[config.mk]
export PLATFORM = sky130hd
export DESIGN_NAME = somador_serial_ctrl
export DESIGN_NICKNAME = d
export VERILOG_FILES = /design/src/rtl/somador_serial_ctrl_pkg.sv /design/src/rtl/somador_serial_ctrl_completo.sv /design/src/rtl/somador_serial_ctrl.sv
export SDC_FILE = /design/constraint.sdc
export NUM_CORES = 1
export LEC_CHECK = 0
export ABC_CLOCK_PERIOD_IN_PS = 2400
export BUFFER_PORTS_ARGS = -buffer_cell sky130_fd_sc_hd__buf_2
export CAP_MARGIN = 5
export CORE_MARGIN = 10
export CORE_UTILIZATION = 35
export DETAILED_ROUTE_END_ITERATION = 7
export PLACE_DENSITY = 0.6
export SLEW_MARGIN = 15
export SYNTH_ARGS = -nofsm -noshare
export SYNTH_HDL_FRONTEND = slang
export SYNTH_SLANG_ARGS = --single-unit
[constraint.sdc]
create_clock -name clk -period 2.4 [get_ports clk]
set_clock_uncertainty 0.2 [all_clocks]
set_input_delay 0.48 -clock clk [delete_from_list [all_inputs] [get_ports clk]]
set_output_delay 0.48 -clock clk [all_outputs]
set_load 0.02 [all_outputs]
[src/rtl/somador_serial_ctrl_pkg.sv]
// Shared definitions for the bit-serial adder: controller state encodings
// and the default operand width.
package somador_serial_ctrl_pkg;

    // Default operand/result width in bits (must be >= 2).
    localparam int DEFAULT_WIDTH = 8;

    // Controller states. The encodings are fixed so that other blocks and
    // debug tooling can decode the state register directly.
    typedef enum logic [1:0] {
        IDLE  = 2'd0,
        SHIFT = 2'd1,
        DONE  = 2'd2
    } state_t;

endpackage : somador_serial_ctrl_pkg

[src/rtl/somador_serial_ctrl_completo.sv]
// completo: single-bit full-adder cell. It is purely combinational; the
// serial controller registers the carry between successive bit positions.
module completo (
    input  logic a,
    input  logic b,
    input  logic cin,
    output logic s,
    output logic cout
);

    logic a_xor_b;

    // Propagate term, shared by the sum and carry equations.
    assign a_xor_b = a ^ b;

    // Sum bit of the three inputs.
    assign s = a_xor_b ^ cin;

    // Generate when both operand bits are set; propagate the incoming carry
    // when exactly one operand bit is set.
    assign cout = (a & b) | (cin & a_xor_b);

endmodule : completo

[src/rtl/somador_serial_ctrl.sv]
// somador_serial_ctrl: bit-serial adder built around one full-adder cell.
// A start request loads both operands and the initial carry. The operand
// bits then flow LSB first through `completo`, one bit per clock, and after
// WIDTH steps the result, carry-out and signed overflow are presented
// together with a one-cycle done pulse. Results stay stable until the next
// add completes.
module somador_serial_ctrl
    import somador_serial_ctrl_pkg::*;
#(
    parameter int WIDTH = DEFAULT_WIDTH
) (
    input  logic             clk,
    input  logic             rst_n,
    input  logic             start,
    input  logic [WIDTH-1:0] op_a,
    input  logic [WIDTH-1:0] op_b,
    input  logic             cin,
    output logic             busy,
    output logic             done,
    output logic [WIDTH-1:0] sum,
    output logic             cout,
    output logic             ovf
);

    // The step counter only has to reach WIDTH-1, so $clog2(WIDTH) bits are
    // enough. WIDTH >= 2 keeps this at least one bit wide.
    localparam int               CNT_W    = $clog2(WIDTH);
    localparam logic [CNT_W-1:0] CNT_LAST = CNT_W'(WIDTH - 1);

    // ------------------------------------------------------------------
    // State and datapath registers
    // ------------------------------------------------------------------
    state_t             state;
    logic [CNT_W-1:0]   cnt;
    logic [WIDTH-1:0]   a_sr;
    logic [WIDTH-1:0]   b_sr;
    logic [WIDTH-1:0]   sum_sr;
    logic               carry_q;

    // Full-adder cell outputs for the bit currently in flight.
    logic               fa_s;
    logic               fa_cout;

    // Decoded control conditions.
    logic               accept;
    logic               last_step;
    logic               shifting;

    // A request is honoured in IDLE and in DONE (back-to-back adds); while
    // an add is running the request line is ignored and the operands are
    // not re-sampled.
    assign accept    = start && (state != SHIFT);
    assign shifting  = (state == SHIFT);
    assign last_step = shifting && (cnt == CNT_LAST);

    // ------------------------------------------------------------------
    // The one and only full-adder cell. It always sees the LSBs of the
    // operand shift registers and the carry left by the previous step.
    // ------------------------------------------------------------------
    completo u_completo (
        .a    (a_sr[0]),
        .b    (b_sr[0]),
        .cin  (carry_q),
        .s    (fa_s),
        .cout (fa_cout)
    );

    // Controller: state, step counter and the registered busy/done flags.
    // NOTE: every register is written with non-blocking assignments so that
    // all flops sample the values from before the edge, independent of the
    // order of statements or always blocks; a blocking assignment here would
    // let one register see another's new value within the same edge.
    always_ff @(posedge clk or negedge rst_n) begin
        if (!rst_n) begin
            state <= IDLE;
            cnt   <= '0;
            busy  <= 1'b0;
            done  <= 1'b0;
        end else begin
            case (state)
                IDLE: begin
                    done <= 1'b0;
                    cnt  <= '0;
                    if (start) begin
                        state <= SHIFT;
                        busy  <= 1'b1;
                    end else begin
                        busy  <= 1'b0;
                    end
                end

                SHIFT: begin
                    if (cnt == CNT_LAST) begin
                        // The MSB step has just been taken: present the result.
                        state <= DONE;
                        cnt   <= '0;
                        busy  <= 1'b0;
                        done  <= 1'b1;
                    end else begin
                        cnt   <= cnt + 1'b1;
                    end
                end

                DONE: begin
                    done <= 1'b0;
                    cnt  <= '0;
                    if (start) begin
                        // Back-to-back request: start the next add immediately.
                        state <= SHIFT;
                        busy  <= 1'b1;
                    end else begin
                        state <= IDLE;
                        busy  <= 1'b0;
                    end
                end

                default: begin
                    // Unused encoding: return to a known, quiet state.
                    state <= IDLE;
                    cnt   <= '0;
                    busy  <= 1'b0;
                    done  <= 1'b0;
                end
            endcase
        end
    end

    // Datapath: operand load, one bit per step through the adder cell, and
    // the result capture on the MSB step.
    always_ff @(posedge clk or negedge rst_n) begin
        if (!rst_n) begin
            a_sr    <= '0;
            b_sr    <= '0;
            sum_sr  <= '0;
            carry_q <= 1'b0;
            sum     <= '0;
            cout    <= 1'b0;
            ovf     <= 1'b0;
        end else if (accept) begin
            a_sr    <= op_a;
            b_sr    <= op_b;
            sum_sr  <= '0;
            carry_q <= cin;
        end else if (shifting) begin
            // Operands move right so the next bit lands in position 0; the
            // sum bit enters at the top so that after WIDTH steps the LSB
            // has reached bit 0.
            a_sr    <= a_sr >> 1;
            b_sr    <= b_sr >> 1;
            sum_sr  <= {fa_s, sum_sr[WIDTH-1:1]};
            carry_q <= fa_cout;
            if (last_step) begin
                // carry_q is the carry into the MSB here, so comparing it
                // with the carry out of the MSB gives signed overflow.
                sum  <= {fa_s, sum_sr[WIDTH-1:1]};
                cout <= fa_cout;
                ovf  <= carry_q ^ fa_cout;
            end
        end
    end

endmodule : somador_serial_ctrl

# Word level (Yosys, flattened, before mapping)
# Cells that the tools add are included.
[classes]
addsub = 1
n_reduce_logical = 7
eq_ne = 6
n_mux = 19
bitwise = 7
[op_table]
columns = ["op", "count"]
rows = [
  ["8-bit two-way mux", 6],
  ["1-bit two-way mux", 7],
  ["3-bit two-way mux", 2],
  ["2-bit one-hot mux with 3 select lines", 1],
  ["2-bit two-way mux", 2],
  ["2-bit by 1-bit != test with 1-bit output (second input constant)", 2],
  ["3-bit by 1-bit adder with 3-bit output (second input constant)", 1],
  ["3-bit == test (second input constant)", 1],
  ["3-bit AND reduction", 1],
  ["1-bit XOR", 3],
  ["1-bit AND", 2],
  ["2-bit by 1-bit == test with 1-bit output (second input constant)", 1],
  ["2-bit == test (second input constant)", 1],
  ["1-bit logical AND", 2],
  ["2-bit zero test", 1],
  ["2-bit != test (second input constant)", 1],
  ["1-bit one-hot mux with 2 select lines", 1],
  ["2-bit AND reduction", 1],
  ["2-bit nonzero test", 1],
  ["2-bit OR reduction", 1],
  ["1-bit NOT", 1],
  ["1-bit bitwise OR", 1],
]
[word_totals]
inputBits = 20
elab_cells = 51
output_inout_bits = 12
regBits = 42

# Depth between registers and ports, before layout
[depth]
depth_word = 5
ltp_mapped = 5

# Modules after synthesis
# From an unflattened synthesis, not the netlist that was laid out.
[hier_totals]
cells_unflattened = 123
hier_area_um2 = 1899.3
[by_module_without_submodules]
columns = ["module", "cells_each", "seq_area_each_um2", "area_per_inst_um2", "instances"]
rows = [
  ["somador_serial_ctrl", 122, 1026.0, 1879.3, 1],
  ["completo", 1, 0.0, 20.0, 1],
]

# Least setup slack after synthesis
# OpenSTA, ideal clock, no wires.
[synth_timing]
path_kind = "reg2reg"
start = "register cnt[0]"
end = "register cout"
arrival_ps = 1433
required_ps = 2075
slack_ps = 642
setup_ps = 125
n_path_buf = 1
synth_period_minus_slack_ps = 1758
stages_incl_launch_ff = 6
path_cell_list = "dfrtp_1 > ha_1 > ha_1 > nand3b_1 > buf_2 > mux2_2"
[synth_between]
elab_chain_cells = 3
[synth_rtl]
columns = ["item", "line", "source"]
rows = [
  ["start: declaration", "somador_serial_ctrl.sv:34", "logic [CNT_W-1:0] cnt;"],
  ["start signal: assignment", "somador_serial_ctrl.sv:100", "cnt <= cnt + 1'b1;"],
  ["3-bit == test", "somador_serial_ctrl.sv:54", "assign last_step = shifting && (cnt == CNT_LAST);"],
  ["1-bit logical AND", "somador_serial_ctrl.sv:54", ""],
  ["3-bit AND reduction (no source line)", "--", ""],
  ["end signal: assignment", "somador_serial_ctrl.sv:156", "cout <= fa_cout;"],
  ["end: declaration", "somador_serial_ctrl.sv:21", "output logic cout,"],
]
# No other way between the ends.
# A chain may end at the register's enable or synchronous reset.

# Worst setup path after layout
[layout_timing]
start = "register cnt[0]"
end = "register ovf"
[layout_between]
elab_chain_cells = 3
[layout_rtl]
columns = ["item", "line", "source"]
rows = [
  ["3-bit == test", "somador_serial_ctrl.sv:54", ""],
  ["1-bit logical AND", "somador_serial_ctrl.sv:54", ""],
  ["3-bit AND reduction (no source line)", "--", ""],
  ["end signal: assignment", "somador_serial_ctrl.sv:157", "ovf <= carry_q ^ fa_cout;"],
  ["end: declaration", "somador_serial_ctrl.sv:22", "output logic ovf"],
]
# No other way between the ends.

==> implementation parameters <==
Parameter                              Value

GRT
  Via count of the first global-routing pass ... 1229
  GRT Residual Overflow ... 0
  Global-route usage over all layers ... 0.0891
  Wire length of the first global-routing pass ... 6200 um
  Number of antenna violations at the first check in global routing ... 0
  Maximum number of pins on one net before global-route repair ... 42

Synthesis
  Synthesized area divided by synthesized cell count ... around 15 um^2
  Yosys reg bits ... between 40 and 50
  Cell variety after synth ... 21
  Number of instances in the synthesized netlist ... 123
  Share of the yosys chip area belonging to registers ... 0.540
  Synthesized netlist net count ... 146
  Syn Std Cell Area ... 1900 um^2
  Total number of yosys warnings ... 0

Clock network
  Total CTS buffers ... 5
  H-tree depth reported by CTS ... 2
  Sinks on the clock net ... 41
  Clk slew on worst S/H paths ... roughly 0.080 ns
  Clock root cell ... clkbuf_8
  Count of hold-fix buffers inserted at cts ... 0
  TritonCTS clock tree ... yes
  Longest Clk Path Bufs ... 2
  Quantity of gates resized following cts ... 0
  Setup Buffers After CTS ... 0
  Clock insertion delay at the later pin of the skew report ... 0.29 ns

Die
  Core Region ... 5170 um^2
  Die Wd ... 93.7 um
  Number of cell rows ... 26
  Die ar. ... 8770 um^2
  Die extent in y ... 93.7 um
  Total I/O pin count ... 32
  Effective utilization at floorplan ... 0.367

STA
  Ratio of final minimum period to clock period ... 0.836
  Worst hold slack ... 0.0494 ns
  Slew Viols, Final ... 0
  Final min period ... 2.01 ns
  Final setup violation count ... 0
  Final-layout setup total negative slack ... 0 ns
  Unrepaired setup endpoints after global routing ... no
  Worst Tran Pin Value ... 0.563 ns
  Achievable Freq ... around 0.5 GHz
  Final hold violation count ... 0
  Worst max-slew margin expressed relative to the limit ... 0.625

Pwr
  Static Leak ... 1.13 nW
  Share of total power in sequential cells ... 0.417
  Total power divided by cell area ... 1240 nW/um^2
  Psw ... ~0.85 mW
  Portion of total power attributed to combinational logic ... 0.375
  Clk pwr share ... 0.208
  Worst vdd rail ir drop ... 0.468 mV
  Proportion of total power due to net switching ... 0.308
  Internal power component ... 1.90 mW

Layout
  Synthesis-to-layout area growth ... 16.7%
  Antenna diode count ... 0
  Summed area of non-filler cells in the final layout ... 2220 um^2
  Number of cells in the finished layout apart from fillers ... 229
  Final core utilization ... 0.429
  Share of cells above drive strength 1 ... 0.560
  Final net count ... roughly 180

Drt
  First-pass detailed-route iteration total ... 3
  Antenna Violating Nets Remaining ... 0
  Vias ... 1037
  Detailed-route wire length per cell ... roughly 16 um
  Number of violations reported at the end of detailed-routing iteration 0 ... 14
  DR vias/cell ... 4.53
  Count of unresolved DRC violations after routing ... 0
  Detailed Route WL ... 3610 um

Setup path
  Most common cell on crit path ... ha_1
  Worst flop-to-flop path endpoint ... ovf$_DFFE_PN0P_
  Buffers and inverters on the worst path ... 0
  CP startpoint ... cnt[0]$_DFF_PN0_
  R2R Setup Slk ... just under 0.4 ns
  Crit path capture type ... flip-flop
  Highest fanout seen on the critical path ... 11
  Cell with the largest stage delay on the worst path ... nand3b_1
  Cell depth of the worst flop-to-flop path ... 4
  Worst setup SP type ... flip-flop
  Series of cell instances along the critical path ... ha_1 > ha_1 > nand3b_1 > mux2_2
  Type of the setup path with the least slack ... flip-flop to flip-flop
  Arrival time reported for the critical path endpoint ... 1.98 ns
  Slowest stage delay, CP ... 0.43 ns
  WP data required ... 2.37 ns
  Largest delay contributor family on the critical path ... adder cells
  Start of the worst register-to-register path ... cnt[0]$_DFF_PN0_

Place
  Count of input and output buffers ... 31
  Inst Count DP ... 221
  HPWL Detailed ... 2540 um
  Weighted congestion at the end of routability-driven global placement ... 0.753
  Placed cell areas ... 2100 um^2

Run
  Max-cap violations ... 0

Hold path
  Tightest Hold Check Type ... input pin to asynchronous set/reset pin

Status
  Outcome ... complete, no violations
## metal layers
| layer | GRT usage | vias up | share of wire |
|---|---|---|---|
| li1 | - | 489 | - |
| met1 | 0.114 | 514 | 0.48 |
| met2 | 0.130 | 26 | 0.44 |
| met3 | 0.0376 | 8 | 0.065 |
| met4 | 0.0342 | 0 | 0.017 |
| met5 | 0 | - | 0 |
## cells by family (layout without fill, tap and decap cells)
logic type	after synthesis	in the layout	share of synthesized area
and+or+nand+nor	17	17	0.0514
adders and majority gates	3	3	0.0237
muxes	49	49	0.329
xor gates and xnor gates	1	1	0.00461
DFF	41	41	0.540
buffers and inverters	10	46	0.0435
AOI/OAI and AO/OA	2	2	0.00791
## cells in the mapped netlist
cell      count  area [um^2]
dfrtp_1      41         1030
mux2_2       27          304
mux2_4       20          300
nor2b_1       8         50.1
nor2_1        4         15.0
buf_6         3         33.8
inv_1         3         11.3
buf_2         2         10.0
ha_1          2         25.0
mux2i_1       2         20.0
and2_1        1         6.26
buf_12        1         20.0
buf_4         1         7.51
fa_1          1         20.0
nand2b_1      1         6.26
nand3b_1      1         7.51
nor3_1        1         5.00
nor3b_1       1         7.51
o22ai_1       1         6.26
o32ai_1       1         8.76
xor2_1        1         8.76
## worst register-to-register path, cell delays in order, from the launching register on
cell and delay [ns]:
dfrtp_1 0.40, ha_1 0.22, ha_1 0.25, nand3b_1 0.43, mux2_2 0.40
## how the worst max path moves through the flow
stage / end / slack, ns / cells after the start
2_1_floorplan: cout$_DFFE_PN0P_ / 0.64 / 5
3_3_place_gp: cout$_DFFE_PN0P_ / 0.47 / 4
3_5_place_dp: sum[4]$_DFFE_PN0P_ / 0.39 / 4
4_1_cts: sum[4]$_DFFE_PN0P_ / 0.37 / 4
5_1_grt: ovf$_DFFE_PN0P_ / 0.29 / 4
6_report: ovf$_DFFE_PN0P_ / 0.39 / 4
## stage by stage
step           total power, mW  setup slack [ns]
3_3_place_gp              2.16             0.473
3_5_place_dp              2.20             0.394
6_report                  2.75             0.393
2_1_floorplan             1.94             0.642
5_1_grt                   2.94             0.289
4_1_cts                   2.79             0.373
## power by group through the flow
stage	Clock (mW)	Combinational [mW]	Sequential [mW]
3_3_place_gp	0	1.01	1.15
6_report	0.571	1.03	1.15
3_5_place_dp	0	1.04	1.16
5_1_grt	0.616	1.14	1.19
2_1_floorplan	0	0.714	1.22
4_1_cts	0.589	1.05	1.15
## registers in the layout, indices dropped and copies added (netlist names)
signal,cells
busy,1
sum_sr,7
done,1
b_sr,8
state,2
cnt,3
sum,8
a_sr,8
ovf,1
carry_q,1
cout,1
## cell type report
class	instances	area (um^2)
fillers	496	2960
flip-flops and latches	41	1030
multi-input cells	72	791
repair buffers	35	185
well taps	70	87.6
clock buffers	7	86.3
clock inverters	1	30.0
inverters	3	11.3
## layout by cell type (no fill, tap or decap)
| master | instances |
|---|---|
| xor2_1 | 1 |
| mux2_2 | 27 |
| inv_1 | 3 |
| nor2_1 | 4 |
| nand2b_1 | 1 |
| nand3b_1 | 1 |
| clkbuf_8 | 6 |
| fa_1 | 1 |
| nor3b_1 | 1 |
| nor3_1 | 1 |
| mux2i_1 | 2 |
| o32ai_1 | 1 |
| buf_2 | 31 |
| buf_4 | 4 |
| o22ai_1 | 1 |
| nor2b_1 | 8 |
| ha_1 | 2 |
| and2_1 | 1 |
| dfrtp_1 | 41 |
| bufinv_16 | 1 |
| clkbuf_1 | 1 |
| mux2_4 | 20 |
No activity file was read; power rests on OpenSTA's default activity.
